### src/rtl/lu_seq.sv
// lu_seq: bit-serial logic unit.
// An accepted operation is evaluated one bit per clock through a single 1-bit
// logic function, LSB first. The result appears WIDTH cycles after the accept
// and is held until the consumer takes it.
//
// Ports:
//   clk        sole clock, rising edge
//   rst_n      asynchronous active-low reset
//   in_valid   requester presents an operation
//   in_ready   high only in IDLE (operation can be accepted)
//   a, b       WIDTH-bit operands
//   sel        00 XOR, 01 XNOR, 10 OR, 11 NOR
//   s          WIDTH-bit result register
//   out_valid  high only in DONE (s holds a completed result)
//   out_ready  consumer accepts the result (only looked at in DONE)
//   busy       high only in RUN
module lu_seq #(
  parameter int WIDTH = 8
) (
  input  logic             clk,
  input  logic             rst_n,
  input  logic             in_valid,
  output logic             in_ready,
  input  logic [WIDTH-1:0] a,
  input  logic [WIDTH-1:0] b,
  input  logic [1:0]       sel,
  output logic [WIDTH-1:0] s,
  output logic             out_valid,
  input  logic             out_ready,
  output logic             busy
);

  localparam int CW = $clog2(WIDTH);
  localparam logic [CW-1:0] LAST_BIT = CW'(WIDTH - 1);

  typedef enum logic [1:0] {
    IDLE = 2'b00,
    RUN  = 2'b01,
    DONE = 2'b10
  } state_t;

  state_t           state_reg;
  logic [CW-1:0]    cnt_reg;
  logic [WIDTH-1:0] a_reg;
  logic [WIDTH-1:0] b_reg;
  logic [1:0]       sel_reg;
  logic [WIDTH-1:0] s_reg;
  logic             in_ready_reg;
  logic             out_valid_reg;
  logic             busy_reg;

  // The single 1-bit logic unit, fed by the latched operand bits selected by
  // the bit counter.
  logic a_bit;
  logic b_bit;
  logic bit_res;

  assign a_bit = a_reg[cnt_reg];
  assign b_bit = b_reg[cnt_reg];

  always_comb begin
    bit_res = 1'b0;
    case (sel_reg)
      2'b00:   bit_res = a_bit ^ b_bit;
      2'b01:   bit_res = ~(a_bit ^ b_bit);
      2'b10:   bit_res = a_bit | b_bit;
      default: bit_res = ~(a_bit | b_bit);
    endcase
  end

  // Status outputs are registered and updated together with the state, so
  // each one is a clean decode of the current state.
  always_ff @(posedge clk or negedge rst_n) begin
    if (!rst_n) begin
      state_reg     <= IDLE;
      cnt_reg       <= '0;
      a_reg         <= '0;
      b_reg         <= '0;
      sel_reg       <= 2'b00;
      s_reg         <= '0;
      in_ready_reg  <= 1'b1;
      out_valid_reg <= 1'b0;
      busy_reg      <= 1'b0;
    end else begin
      case (state_reg)
        IDLE: begin
          if (in_valid) begin
            a_reg         <= a;
            b_reg         <= b;
            sel_reg       <= sel;
            s_reg         <= '0;
            cnt_reg       <= '0;
            state_reg     <= RUN;
            in_ready_reg  <= 1'b0;
            busy_reg      <= 1'b1;
          end
        end
        RUN: begin
          s_reg[cnt_reg] <= bit_res;
          if (cnt_reg == LAST_BIT) begin
            // Explicit wrap: WIDTH need not be a power of two.
            cnt_reg       <= '0;
            state_reg     <= DONE;
            busy_reg      <= 1'b0;
            out_valid_reg <= 1'b1;
          end else begin
            cnt_reg <= cnt_reg + 1'b1;
          end
        end
        DONE: begin
          // in_ready stays low on the release edge, so a new accept can only
          // happen one cycle after the result is taken.
          if (out_ready) begin
            state_reg     <= IDLE;
            out_valid_reg <= 1'b0;
            in_ready_reg  <= 1'b1;
          end
        end
        default: begin
          state_reg     <= IDLE;
          cnt_reg       <= '0;
          in_ready_reg  <= 1'b1;
          out_valid_reg <= 1'b0;
          busy_reg      <= 1'b0;
        end
      endcase
    end
  end

  assign s         = s_reg;
  assign in_ready  = in_ready_reg;
  assign out_valid = out_valid_reg;
  assign busy      = busy_reg;

endmodule

### config.mk
export PLATFORM = sky130hd
export DESIGN_NAME = lu_seq
export DESIGN_NICKNAME = d
export VERILOG_FILES = /design/src/rtl/lu_seq.sv
export SDC_FILE = /design/constraint.sdc
export NUM_CORES = 1
export LEC_CHECK = 0
export BUFFER_PORTS_ARGS = -buffer_cell sky130_fd_sc_hd__buf_4
export CORE_AREA = 5 5 62 64
export CTS_CLUSTER_SIZE = 8
export DETAILED_ROUTE_END_ITERATION = 7
export DIE_AREA = 0 0 67 69
export GPL_ROUTABILITY_DRIVEN = 1
export PLACE_DENSITY = 0.76
export SYNTH_ARGS = -nofsm -noshare
export SYNTH_HDL_FRONTEND = slang
export SYNTH_SLANG_ARGS = --single-unit
### constraint.sdc
create_clock -name clk -period 2.8 [get_ports clk]
set_input_delay 0.56 -clock clk [delete_from_list [all_inputs] [get_ports clk]]
set_output_delay 0.56 -clock clk [all_outputs]
set_load 0.03 [all_outputs]
Word-level counts from Yosys, hierarchy flattened
Cells that the tools add are included.
- input port bits: 22
- bits in registers: 34
- output and inout port bits: 11
- word-level logic and storage cells: 64
- $add $sub $neg: 1
- muxes and demuxes: 26
- reductions and logical operators: 11
- bitwise gates (word level): 7
- equality and inequality tests: 8
- $lt $le $gt $ge: 2
- operators with widths (operator ; number):
    $pmux W8 S2 ; 1
    $pmux W1 S3 ; 4
    $reduce_and A3 Y1 ; 4
    $mux W1 ; 9
    $pmux W3 S3 ; 1
    $bwmux W8 ; 1
    $mux W8 ; 1
    $bmux W1 S3 ; 2
    $mux W2 ; 3
    $mux W3 ; 2
    $ne A2 B2 Y1 const B ; 3
    $pmux W2 S3 ; 1
    $reduce_and A2 Y1 ; 3
    $not A1 Y1 ; 5
    $eq A2 B1 Y1 const B ; 2
    $eq A2 B2 Y1 const B ; 2
    $logic_not A2 Y1 ; 2
    $lt A3 B4 Y1 const B ; 1
    $add A3 B1 Y3 const B ; 1
    $demux W1 S3 ; 1
    $eq A3 B3 Y1 const B ; 1
    $ge A3 B1 Y1 const B ; 1
    $reduce_bool A2 Y1 ; 1
    $logic_and A1 B1 Y1 ; 1
    other kinds (2) ; 2

Logic depth before layout (Yosys ltp)
Gate-level depths: netlist of the first run.
- word-level depth: 7
- gate-level depth with buffers: 10

Worst setup path before layout of the first run
OpenSTA, ideal clock, no wires.
- path kind: register to register
- from: register cnt_reg[0]
- to: register s_reg[3], in the netlist s[3]
- arrival: 2.044 ns
- clock period less this slack: 2.192 ns
- cell stages (with the launch flop): 9
- setup slack: 0.608 ns
- data required time: 2.652 ns
- buffers on the path: 0
- path through: dfrtp_1 mux2_4 a221o_1 a21oi_1 ha_1 inv_1 mux2i_1 xnor2_1 mux2i_1
- longest elaborated chain between the ends: 7
- elaborated cells on any way between the ends: 16
- ends and longest elaborated chain (element ; RTL line ; RTL):
    from (decl) ; 43 ; logic [CW-1:0] cnt_reg;
    from (signal assigned) ; 107 ; cnt_reg <= cnt_reg + 1'b1;
    $bmux W1 S3, on equally long branches ; 58, 59 ;
    $mux W1, on equally long branches ; 58, 59 ;
    $or A1 B1 Y1 or $xor A1 B1 Y1 (tied branches) ; - ;
    $not A1 Y1, on equally long branches ; 67, 65 ;
    $pmux W1 S3 ; 63 ; case (sel_reg)
    $bwmux W8 (*) ; 99 ; s_reg[cnt_reg] <= bit_res;
    $pmux W8 S2 (*) ; 85 ; case (state_reg)
    to (signal, indexed assignment) ; 99 ;
    to (decl) ; 47 ; logic [WIDTH-1:0] s_reg;
Mark *: on every way between the ends. The rest lies on a longest branch, timed or not. The select of a mux whose other input is x is not followed.
A chain may end at the register's enable or synchronous reset.

Worst setup path in the final report of the first run
- from: register cnt_reg[0]
- to: register s_reg[1], in the netlist s[1]
Same word-level chain as after synthesis.

==> run summary, run 1 <==
The tools report the final number of setup-violating endpoints as 0. For this design the ratio of total power to cell area is 1240 nW/um^2. Clock skew on the completed layout was measured at 0.00712 ns.

The worst setup path is launched from a flop. The tools report the antenna cell count as 0. Wires add up to 3.26 mm. The number of different library cells used by synthesis comes to 35. Entering global routing, the biggest net connects 35 pins. At the worst endpoint, the required time is 3.03 ns. Clock tree synthesis found a total of 34 sinks.

In this run the power spent charging and discharging nets is 1030 uW. The analysis attributes to cell leakage a power of 0.00101 uW. The total of flip-flops plus latches after synthesis works out to 34. Number of global-route vias before repair: 1297. The most critical setup path has its startpoint at cnt_reg[0].

STA puts the critical path data arrival time at 2.67 ns. In this run, flip-flops and latches consume 38.1% of the power. After detailed routing, the number of remaining DRC violations is 0. The first routing iteration left 74 violations. The run finished with clean final reports. In the synthesized netlist, the number of instances is 174. TritonCTS built the clock tree. The vertical die dimension was 69 um; the largest fanout on the critical path was 8.

The initial antenna violation count came out at 0. Cell-internal power: 1400 uW. In this run the critical register-to-register path is launched from cnt_reg[0]. The congestion estimate from routability-driven global placement came to 0.839. Cells fill 60.9% of the core in the end. The minimum clock period after layout works out to 2.44 ns. Once the floorplan was initialized, standard cells occupied 51.0% of the core. The clock transition time at the flip-flop clock pins of the worst setup and hold paths was 0.10 ns.

Max-cap violations in this run came to 0. For the pin with the worst max-slew slack, the measured transition is 0.589 ns. Once detail routing completed, the nets flagged for antenna violations numbered 0.

The number of gates resized after CTS is 0. The longest clock path from root to sink contains 2 buffers. Final-report hold violation count: 0.

The clock reaches the later pin of the worst-skew pair after 0.34 ns. The tools report the maximum level of the CTS H-tree as 2. The critical path is of the flop to flop type. Averaged over all synthesized cells, the footprint is 9.48 um^2. In this run the core area contains 21 standard-cell rows. The number of nets in the synthesized netlist was 199. The worst path uses 87.1% of the clock period. Timing would allow up to 410 MHz. The tools report the final-stage net count as 232. Hold repair after CTS inserted 0 buffers.

The core outline area is 3230 um^2. The wire-length estimate of the detail-placed layout is 2.39 mm. The part of the power in the clock network is 11.5%, and the count of fill cells added during filler insertion is 287.

The clock buffer count from CTS was 5; the number of pins exceeding their max-slew limit in the final report was 0. Of the synthesized area, sequential elements account for 51.7%. The global-route wire length before repair came out at 5.69 mm. The headroom to the max-slew limit came out at 60.7%. Per report_power, the combinational group accounts for 50.4% of the total. The count of port buffers added during placement is 32.

After global routing the overflow that remains totals 0. The overall via count from detail_route was 1293. Net switching is 42.4% of the power. In this run the horizontal extent of the chip is 67 um.

The area occupied by multi-input gates came out at 719 um^2. The fraction of layout cells with a size suffix above 1 was 24.5%; the overall global routing resource usage was 15.7%. The die outline area is 4620 um^2. The endpoint kind of the worst setup timing path was a flop. Setup repair after global routing left no endpoint under its margin. The root buffer cell chosen for the clock tree is clkbuf_4.

The pre-antenna-repair detailed-routing pass consisted of 4 iterations. Dividing the detail-routed wire length by the instance count gives 12.8 um. For the number of placed I/O pins, the log shows 33. The path category of the worst min-delay check is input port to async pin. The number of buffers inserted to repair setup after CTS came out at 0.

The mapped netlist covers 1650 um^2. The area growth from synthesis to layout is 19.4%. During synthesis, Yosys emitted a total of 0 warnings.

In the final timing run, aggregate negative setup slack is 0 ns. In the final layout, flip-flops and latches occupy 852 um^2. The average via count per standard cell was 5.09; the worst-case vdd ir drop was 549 uV.
stage by stage:
| step | area, um^2 | total power, uW | cells | setup slack (ns) | hold slack (ns) |
|---|---|---|---|---|---|
| 4_1_cts | 1970 | 2460 | 254 | 0.345 | 0.153 |
| 5_1_grt | 1970 | 2640 | 254 | 0.214 | 0.169 |
| 6_report | 1970 | 2440 | 254 | 0.363 | 0.144 |
| 3_5_place_dp | 1910 | 2180 | 246 | 0.351 | 0.461 |
| 2_1_floorplan | 1650 | 1810 | 174 | 0.608 | 0.264 |
| 3_3_place_gp | 1910 | 2100 | 246 | 0.503 | 0.462 |
worst paths after layout:
check / to / slack [ns] / cells after the start
min in group clk: sel_reg[0] / 0.41 / 3
max reg2reg: s[1] / 0.36 / 9
min reg2reg: b_reg[0] / 0.49 / 2
min: out_valid / 0.14 / 1
max in group asynchronous: in_ready / 2.32 / 1
max: s[1] / 0.36 / 9
synth_stat cells, drive strengths merged:
cell type / instances / area share [%]
dfrtp: 33 / 50
nand2: 66 / 15
o22ai: 1 / 0.38
dfstp: 1 / 1.6
mux2i: 9 / 5.5
o31ai: 1 / 0.46
nand2b: 1 / 0.38
a221o: 1 / 0.61
nor2: 10 / 2.3
o22a: 1 / 0.53
o21ai: 4 / 1.2
nand3: 5 / 1.5
and2b: 1 / 0.46
nand3b: 2 / 0.91
xnor2: 1 / 0.53
a211oi: 1 / 0.46
buf: 11 / 4.5
a21oi: 4 / 1.2
mux2: 3 / 2.3
ha: 3 / 2.3
o211ai: 2 / 0.91
inv: 1 / 0.23
o311ai: 1 / 0.53
a22o: 4 / 2.1
o41ai: 1 / 0.53
nor3b: 3 / 1.7
nor2b: 3 / 1.7
layer usage:
layer  vias up  wire length [um]  global-route usage, %
li1        644                 -                      -
met1       611              1390                   18.8
met2        29              1620                   25.3
met3         9               171                   5.36
met4         0                76                   6.31
met5         -                 0                      0
worst max-delay path, cell delays in order, from the launching register on:
cell and delay [ns]:
dfrtp_1 0.53, mux2_4 0.33, a221o_1 0.33, a21oi_1 0.15, ha_1 0.24, inv_1 0.06, mux2i_1 0.07, xnor2_1 0.13
buf_4 0.16, o41ai_1 0.32
power by group through the flow:
stage	sequential [uW]	clock (uW)	combinational, uW
after detailed placement	942	0	1240
after CTS	930	288	1250
final	929	280	1230
after global routing	960	308	1370
after floorplan	976	0	831
after global placement	926	0	1180
layout by cell type (no fill, tap or decap), types with 2 or more instances in the layout:
cell type   n
a21oi_1     4
a22o_1      4
buf_4      37
clkbuf_1    2
clkbuf_4    5
dfrtp_1    33
ha_1        3
mux2_2      2
mux2i_1     9
nand2_1    65
nand3_1     5
nand3b_1    2
nor2_1     10
nor3b_1     2
o211ai_1    2
o21ai_0     4
cell families after synthesis:
logic type	count (synthesis)	share of synthesized area, %
and+or+nand+nor	91	24.1
DFF	34	51.7
AOI/OAI and AO/OA	21	8.95
buffers and inverters	12	4.70
muxes	12	7.74
adders and majority gates	3	2.28
xor gates and xnor gates	1	0.531
cell type report:
class                   count  area share, %
flip-flops and latches     34           43.3
well taps                  46           2.92
inverters                   1          0.191
multi-input cells         128           36.5
clock buffers               8           2.99
repair buffers             37           14.1
No activity file was read; power rests on OpenSTA's default activity.
==> inputs of run 2 (changes only) <==
- PLACE_DENSITY: 0.76 -> 0.73
==> run 2 against run 1 <==
Design area up 1.0%. Sequential share of layout area decreased by 0.44 points. Clock skew hardly changed. First-iteration DRC count shrank 5.4%. Sequential power hardly changed. Cell count stayed put. Routed wire length fell by 0.98%. Clock-buffer cell count unchanged. Die area unchanged. Power grew 1.4%. Utilization grew 0.62 points. Clock power up 20%.
==> run summary, run 2 (same netlist as run 1, synthesis figures left out) <==
The flow ran to the end, and the final reports show no timing, DRC or antenna violations. The final standard cell count with taps included and fillers excluded is 254 (unchanged), and the number of hold buffers added after CTS is 0 (unchanged). For the part of the power in the clock network, the log shows 13.5% (+2.0 points). The total number of cells along the worst setup path came out at 9 (unchanged).

The run gives 34 (unchanged) as the number of clock sinks. The logs give 2 (unchanged) for the maximum level of the CTS H-tree and 51.0% (unchanged) for the initial core utilization. The final period utilization works out to 85.2% (-1.8 points). The logs give 2.63 ns (-0.04 ns) for the arrival time of the worst setup path and 4620 um^2 (unchanged) for the die outline area.

The worst stage delay on the critical path is 0.51 ns (-0.02 ns), and the placement row count is 21 (unchanged). The top cell types in the final layout, fill and taps aside, are 65 x nand2_1, 37 x buf_4, 33 x dfrtp_1. In this run the worst setup path terminates at s[1]. STA classifies the critical path startpoint as a flop. The final total negative setup slack came out at 0 ns (unchanged). Post-detailed-route DRC marker count: 0 (unchanged).

The total buffers and inverters traversed by the critical path is 2 (unchanged), and the final-report hold violation count is 0 (unchanged). TritonCTS built the clock tree. The logs give 5 (unchanged) for the clock buffer count from CTS and 0 (unchanged) for the initial antenna violation count.

Setup repair after global routing left no endpoint under its margin. The run gives 0 (unchanged) as the number of max-cap violations. The instance area at placement was 1910 um^2 (unchanged). Overall global routing resource usage: 16.3% (+0.59 points). The run gives 0.831 (-0.99%) as the placer congestion estimate. The net switching power of the design is 1020 uW (-1.0%). The relative contribution of sequential cells to total power is 37.6% (-0.5 points), and the switching share of total power is 41.4% (-1.0 points). The power density relative to cell area was 1240 nW/um^2 (+0.40%); the worst-case clock buffer depth was 2 (unchanged).

The residual overflow from global routing came out at 0 (unchanged). The root buffer cell is clkbuf_4. Among cell families on the critical path, the largest total delay comes from compound AO/OA/AOI/OAI gates.

Type of the worst setup path: flop to flop. The antenna cell count is 0 (unchanged). The endpoint identified for the worst register-to-register timing path is s[1]. The placed wire-length estimate is 2.32 mm (-3.2%).

The largest fanout on the critical path works out to 8 (unchanged). The highest-delay cell along the critical path was dfrtp_1. The worst reg-to-reg path cell count works out to 9 (unchanged).

Worst setup path startpoint: cnt_reg[0]. The cell-internal power was 1450 uW (+3.2%); the number of iterations in the first detailed-routing pass was 4 (unchanged). The tools report the largest clock skew in the final design as 0.00748 ns (+0.000365 ns).

The count of port buffers added during placement was 32 (unchanged). The number of routed nets with antenna violations came out at 0 (unchanged). Maximum number of pins on one net before global-route repair: 35 (unchanged). Minimum clock period after layout: 2.39 ns (-0.0516 ns). The detailed router's first-iteration violation count came out at 70 (-5.4%).

The worst hold path belongs to the class input port to async pin. The clock transition time at the flip-flop clock pins of the worst setup and hold paths is 0.10 ns (about the same). The transition time at the pin with the least slew margin is 0.574 ns (-0.0155 ns). The setup slack on the worst flop-to-flop path was 0.41 ns (+0.05 ns). The placed cell count is 246 (unchanged), and the overall via count from detail_route is 1305 (+0.93%). The run gives 0.00102 uW (+1.2%) as the cell leakage power. The vertical die dimension was 69 um (unchanged). Endpoint kind of the worst setup timing path: a flop.

The core outline area was 3230 um^2 (unchanged); the chip width was 67 um (unchanged). The final-stage net count was 232 (unchanged). The average wire per standard cell was 12.7 um (-0.98%); the global-route wire length before repair was 5.83 mm (+2.6%). The logs give 0 (unchanged) for the number of gates resized after CTS and 61.7% (+1.0 points) for the headroom to the max-slew limit. The tools report the number of pins exceeding their max-slew limit in the final report as 0 (unchanged).

The flip-flop and latch area was 852 um^2 (unchanged); the combinational cell fraction of total power was 48.9% (-1.5 points). The logs give 3.04 ns (about the same) for the critical path data required time and 3.23 mm (-0.98%) for the total wire length after detailed routing. The average via count per standard cell came out at 5.14 (+0.93%). The number of placed I/O pins came out at 33 (unchanged).

The source-to-sink clock delay at the later pin of the worst-skew pair was 0.34 ns (about the same); the number of global-route vias before repair was 1318 (+1.6%). The tools report the area occupied by multi-input gates as 719 um^2 (unchanged). The final instance area was 1990 um^2 (+1.0%); the worst-case hold slack was 0.143 ns (-0.000864 ns). The critical path goes through mux2_4 -> a221o_1 -> a21oi_1 -> ha_1 -> inv_1 -> mux2i_1 -> xnor2_1 -> buf_4 -> o41ai_1.

The final number of setup-violating endpoints came out at 0 (unchanged). The fraction of layout cells with a size suffix above 1 was 25.5% (+0.96 points). The worst-case vdd ir drop is 538 uV (-1.9%), and the count of fill cells added during filler insertion is 308 (+7.3%). The area growth from synthesis to layout is 20.6%. The number of buffers inserted to repair setup after CTS was 0 (unchanged); the highest attainable clock frequency was 419 MHz (+2.2%). In this run the critical register-to-register path is launched from cnt_reg[0]. The library cell used most frequently in the layout, excluding fill and tap cells, is nand2_1.
==> run 2: cell counts in the layout (fill, tap and decap cells not counted) <==
No cell type changed its count.
==> run 2: power groups by stage <==
stage / registers [uW] / logic [uW] / clock network (uW)
6_report: 930 / 1210 / 335
5_1_grt: 965 / 1380 / 365
3_5_place_dp: 942 / 1220 / 0
4_1_cts: 932 / 1230 / 344
2_1_floorplan: 976 / 831 / 0
3_3_place_gp: 929 / 1180 / 0
==> run 2: stage by stage <==
| step | worst slack, ns | total power, uW | utilization [%] |
|---|---|---|---|
| 6_report | 0.414 | 2470 | 61.6 |
| 5_1_grt | 0.192 | 2710 | 61.6 |
| 4_1_cts | 0.381 | 2510 | 61.6 |
| 3_5_place_dp | 0.419 | 2160 | 59.1 |
| 3_3_place_gp | 0.504 | 2100 | 59.1 |
| 2_1_floorplan | 0.608 | 1810 | - |
==> run 2: how the worst min path moves through the flow <==
stage                  start   endpoint  slack (ns)  depth (start not counted)
finish                 rst_n       s[0]        0.14                          1
global route           rst_n       s[6]        0.17                          1
CTS                    rst_n  out_valid        0.15                          1
detailed placement  b_reg[6]   b_reg[6]        0.46                          2
global placement    b_reg[6]   b_reg[6]        0.46                          2
floorplan              rst_n   a_reg[0]        0.26                          0
==> run 2: cell type report <==
type / instances / area share (%)
inverters: 1 / 0.189
well taps: 46 / 2.89
repair buffers: 37 / 14.0
multi-input cells: 128 / 36.2
flip-flops and latches: 34 / 42.8
clock buffers: 8 / 3.96
==> run 2: worst register-to-register path: stages (launching register included) <==
cell and delay (ns):
dfrtp_1 0.51, mux2_4 0.33, a221o_1 0.34, a21oi_1 0.15, ha_1 0.24, inv_1 0.05
mux2i_1 0.07, xnor2_1 0.13, buf_4 0.16, o41ai_1 0.30
==> run 2: routing by layer <==
metal  up-vias  share of wire [%]  routed length (um)  GRT usage [%]
met5         -                  0                   0              0
met4         0                1.6                  51           6.08
met3         6                5.6                 182           5.52
met2        26                 51                1650           27.1
met1       630                 41                1340           19.0
li1        643                  -                   -              -
==> inputs of run 3 (changes only) <==
- CORE_AREA: 5 5 62 64 -> 4 4 61 63
- DIE_AREA: 0 0 67 69 -> 0 0 65 67
- SETUP_SLACK_MARGIN: default -> 0.3
==> run 3 against run 2 <==
Setup slack better by 0.034 ns. Register-to-register slack better by 0.03 ns. Hold slack worse by 0.012 ns. First-iteration DRC count down 7.1%. Critical path depth unchanged. Flip-flop and latch count unchanged. Combinational power about the same. Die area down 5.8%. Maximum frequency up 1.4%. Via count down 1.5%. Largest power group unchanged.
==> run summary, run 3 (same netlist as run 1, synthesis figures left out) <==
The flow ran to the end, and the final reports show no timing, DRC or antenna violations. In this run the critical register-to-register path is launched from cnt_reg[0]. The part of the power in the clock network is 10.7% (-2.8 points). The overall via count from detail_route was 1286 (-1.5%).

The global-route wire length before repair was 5.69 mm (-2.4%). The number of max-cap violations was 0 (unchanged). The run gives 425 MHz (+1.4%) as the highest attainable clock frequency. The chip width is 65 um (-3.0%), and the residual overflow from global routing is 0 (unchanged). The largest individual stage delay along the critical path comes from the cell dfrtp_2. Worst stage delay on the critical path: 0.49 ns (-0.02 ns). The final instance area came out at 1970 um^2 (-1.0%). The critical path ends at s[1].

The power density relative to cell area was 1240 nW/um^2 (-0.56%). The signal on the critical path passes through mux2_4 -> a221o_1 -> a21oi_1 -> ha_1 -> inv_1 -> mux2i_1 -> xnor2_1 -> buf_4 -> o41ai_2. TritonCTS built the clock tree. The fraction of layout cells with a size suffix above 1 came out at 25.5% (unchanged).

The worst setup path is of the flop to flop kind. The headroom to the max-slew limit came out at 69.8% (+8.0 points). The antenna cell count came out at 0 (unchanged).

The run gives 65 (-7.1%) as the detailed router's first-iteration violation count. The worst reg-to-reg path cell count works out to 9 (unchanged). The library cell used most frequently in the layout, excluding fill and tap cells, is nand2_1.

The worst setup path is captured at a flop. The run gives 2.60 ns (-0.03 ns) as the arrival time of the worst setup path. The combinational cell fraction of total power came out at 50.7% (+1.8 points). The cell leakage power was 0.00101 uW (-1.5%); the initial antenna violation count was 0 (unchanged). The run gives 0.0131 ns (+0.00564 ns) as the largest clock skew in the final design.

The average via count per standard cell was 5.06 (-1.5%); the final number of setup-violating endpoints was 0 (unchanged). The placement row count was 21 (unchanged). The switching share of total power was 42.9% (+1.5 points). Clock transition time at the flip-flop clock pins of the worst setup and hold paths: 0.11 ns (about the same). The tools report the clock buffer count from CTS as 5 (unchanged). The worst setup path is launched from a flop. Instance area at placement: 1910 um^2 (unchanged). Count of fill cells added during filler insertion: 305 (-0.97%). The tools report the endpoint of the most critical register-to-register path as s[1]. The tools report the placed wire-length estimate as 2.40 mm (+3.8%). For the setup slack on the worst flop-to-flop path, the log shows 0.45 ns (+0.03 ns). The maximum level of the CTS H-tree came out at 2 (unchanged). Relative to the synthesized area, the layout overhead comes to 19.4%. The minimum clock period after layout is 2.35 ns (-0.0337 ns).

Path category of the worst min-delay check: input port to async pin. The relative contribution of sequential cells to total power was 38.6% (+1.0 points); the net switching power of the design was 1040 uW (+2.0%). The final period utilization is 84.0% (-1.2 points), and the initial core utilization is 51.0% (unchanged). The number of routed nets with antenna violations came out at 0 (unchanged).

The run gives 3.05 ns (about the same) as the critical path data required time. Number of iterations in the first detailed-routing pass: 4 (unchanged). For the placer congestion estimate, the log shows 0.781 (-6.0%). The critical path starts at cnt_reg[0]. The number of placed I/O pins was 33 (unchanged). Post-layout utilization of the core: 60.9% (-0.62 points). The tools report the number of hold buffers added after CTS as 0 (unchanged). The cell-internal power is 1390 uW (-4.1%), and the average wire per standard cell is 13.0 um (+2.6%). The vertical die dimension works out to 67 um (-2.9%). The largest fanout on the critical path was 8 (unchanged); the number of buffers inserted to repair setup after CTS was 0 (unchanged). The maximum number of pins on one net before global-route repair is 35 (unchanged), and the core outline area is 3230 um^2 (unchanged). The post-detailed-route DRC marker count is 0 (unchanged).

The transition time at the pin with the least slew margin is 0.453 ns (-0.121 ns). The count of port buffers added during placement came out at 32 (unchanged). The final total negative setup slack was 0 ns (unchanged). Setup repair after global routing left no endpoint under its margin.

The root buffer cell is clkbuf_4. The number of pins exceeding their max-slew limit in the final report is 0 (unchanged), and the worst-case vdd ir drop is 484 uV (-10%). The run gives 34 (unchanged) as the number of clock sinks. The tools report the overall power consumption as 2440 uW (-1.6%).

Number of global-route vias before repair: 1320 (+0.15%). The tools report the die outline area as 4360 um^2 (-5.8%). The source-to-sink clock delay at the later pin of the worst-skew pair came out at 0.34 ns (about the same). Leaving out fill and tap cells, the most frequent cells in the layout are 65 x nand2_1, 37 x buf_4, 31 x dfrtp_1. The final-stage net count came out at 232 (unchanged).

For the worst-case clock buffer depth, the log shows 2 (unchanged). The overall global routing resource usage was 17.6% (+1.3 points). The logs give 3.31 mm (+2.6%) for the total wire length after detailed routing and 0 (unchanged) for the final-report hold violation count.
-- run 3: cell count changes in the layout (fill, tap and decap cells not counted) --
cell / change
o41ai_2: +1
clkbuf_8: -3
dfrtp_1: -2
dfrtp_2: +2
clkbuf_1: +3
o41ai_1: -1
-- run 3: per-layer routing --
layer / wire length, um / up-vias / share of wire, % / track usage [%]
met4: 81 / 0 / 2.4 / 9.50
met5: 0 / - / 0 / 0
met1: 1400 / 611 / 42 / 18.6
li1: - / 638 / - / -
met2: 1690 / 29 / 51 / 31.3
met3: 142 / 8 / 4.3 / 5.40
-- run 3: final cells by class --
| cell class | count | area [um^2] | share of cell area, % |
|---|---|---|---|
| flip-flops and latches | 34 | 855 | 43.4 |
| multi-input cells | 128 | 727 | 36.9 |
| repair buffers | 37 | 278 | 14.1 |
| well taps | 46 | 57.6 | 2.92 |
| clock buffers | 8 | 48.8 | 2.48 |
| inverters | 1 | 3.75 | 0.191 |
-- run 3: power groups by stage --
stage          sequential (uW)  combinational (uW)  clock (uW)
2_1_floorplan              976                 831           0
6_report                   939                1240         261
5_1_grt                    971                1380         300
4_1_cts                    936                1240         272
3_5_place_dp               946                1240           0
3_3_place_gp               929                1180           0
-- run 3: metrics by stage --
stage                     cells  worst slack [ns]  hold slack, ns
after global routing        254             0.329           0.154
after global placement      246             0.503           0.461
after detailed placement    246             0.321           0.466
after CTS                   254             0.359           0.143
final                       254             0.448           0.131
after floorplan             174             0.608           0.264
-- run 3: what timing repair did --
item,4_1_cts,5_1_grt
pin swaps,0,0
setup endpoints to repair,1,1
cloned,0,0
gates resized for setup,1,2
-- run 3: worst min path at each step --
| stage | cells after the start | end | start |
|---|---|---|---|
| after detailed placement | 2 | b_reg[6] | b_reg[6] |
| after global placement | 2 | b_reg[6] | b_reg[6] |
| after CTS | 1 | state_reg[0] | rst_n |
| after global routing | 1 | state_reg[0] | rst_n |
| final | 1 | state_reg[0] | rst_n |
| after floorplan | 0 | a_reg[0] | rst_n |
-- run 3: critical path: cells and delay by family, from the launching register on --
kind                     cells  cell delay [ns]
adder cells (fa/ha/maj)      1             0.25
AO/OA/AOI/OAI                3             0.80
buffers and inverters        2             0.21
multiplexers                 2             0.39
flip-flops                   1             0.49
XOR/XNOR                     1             0.12
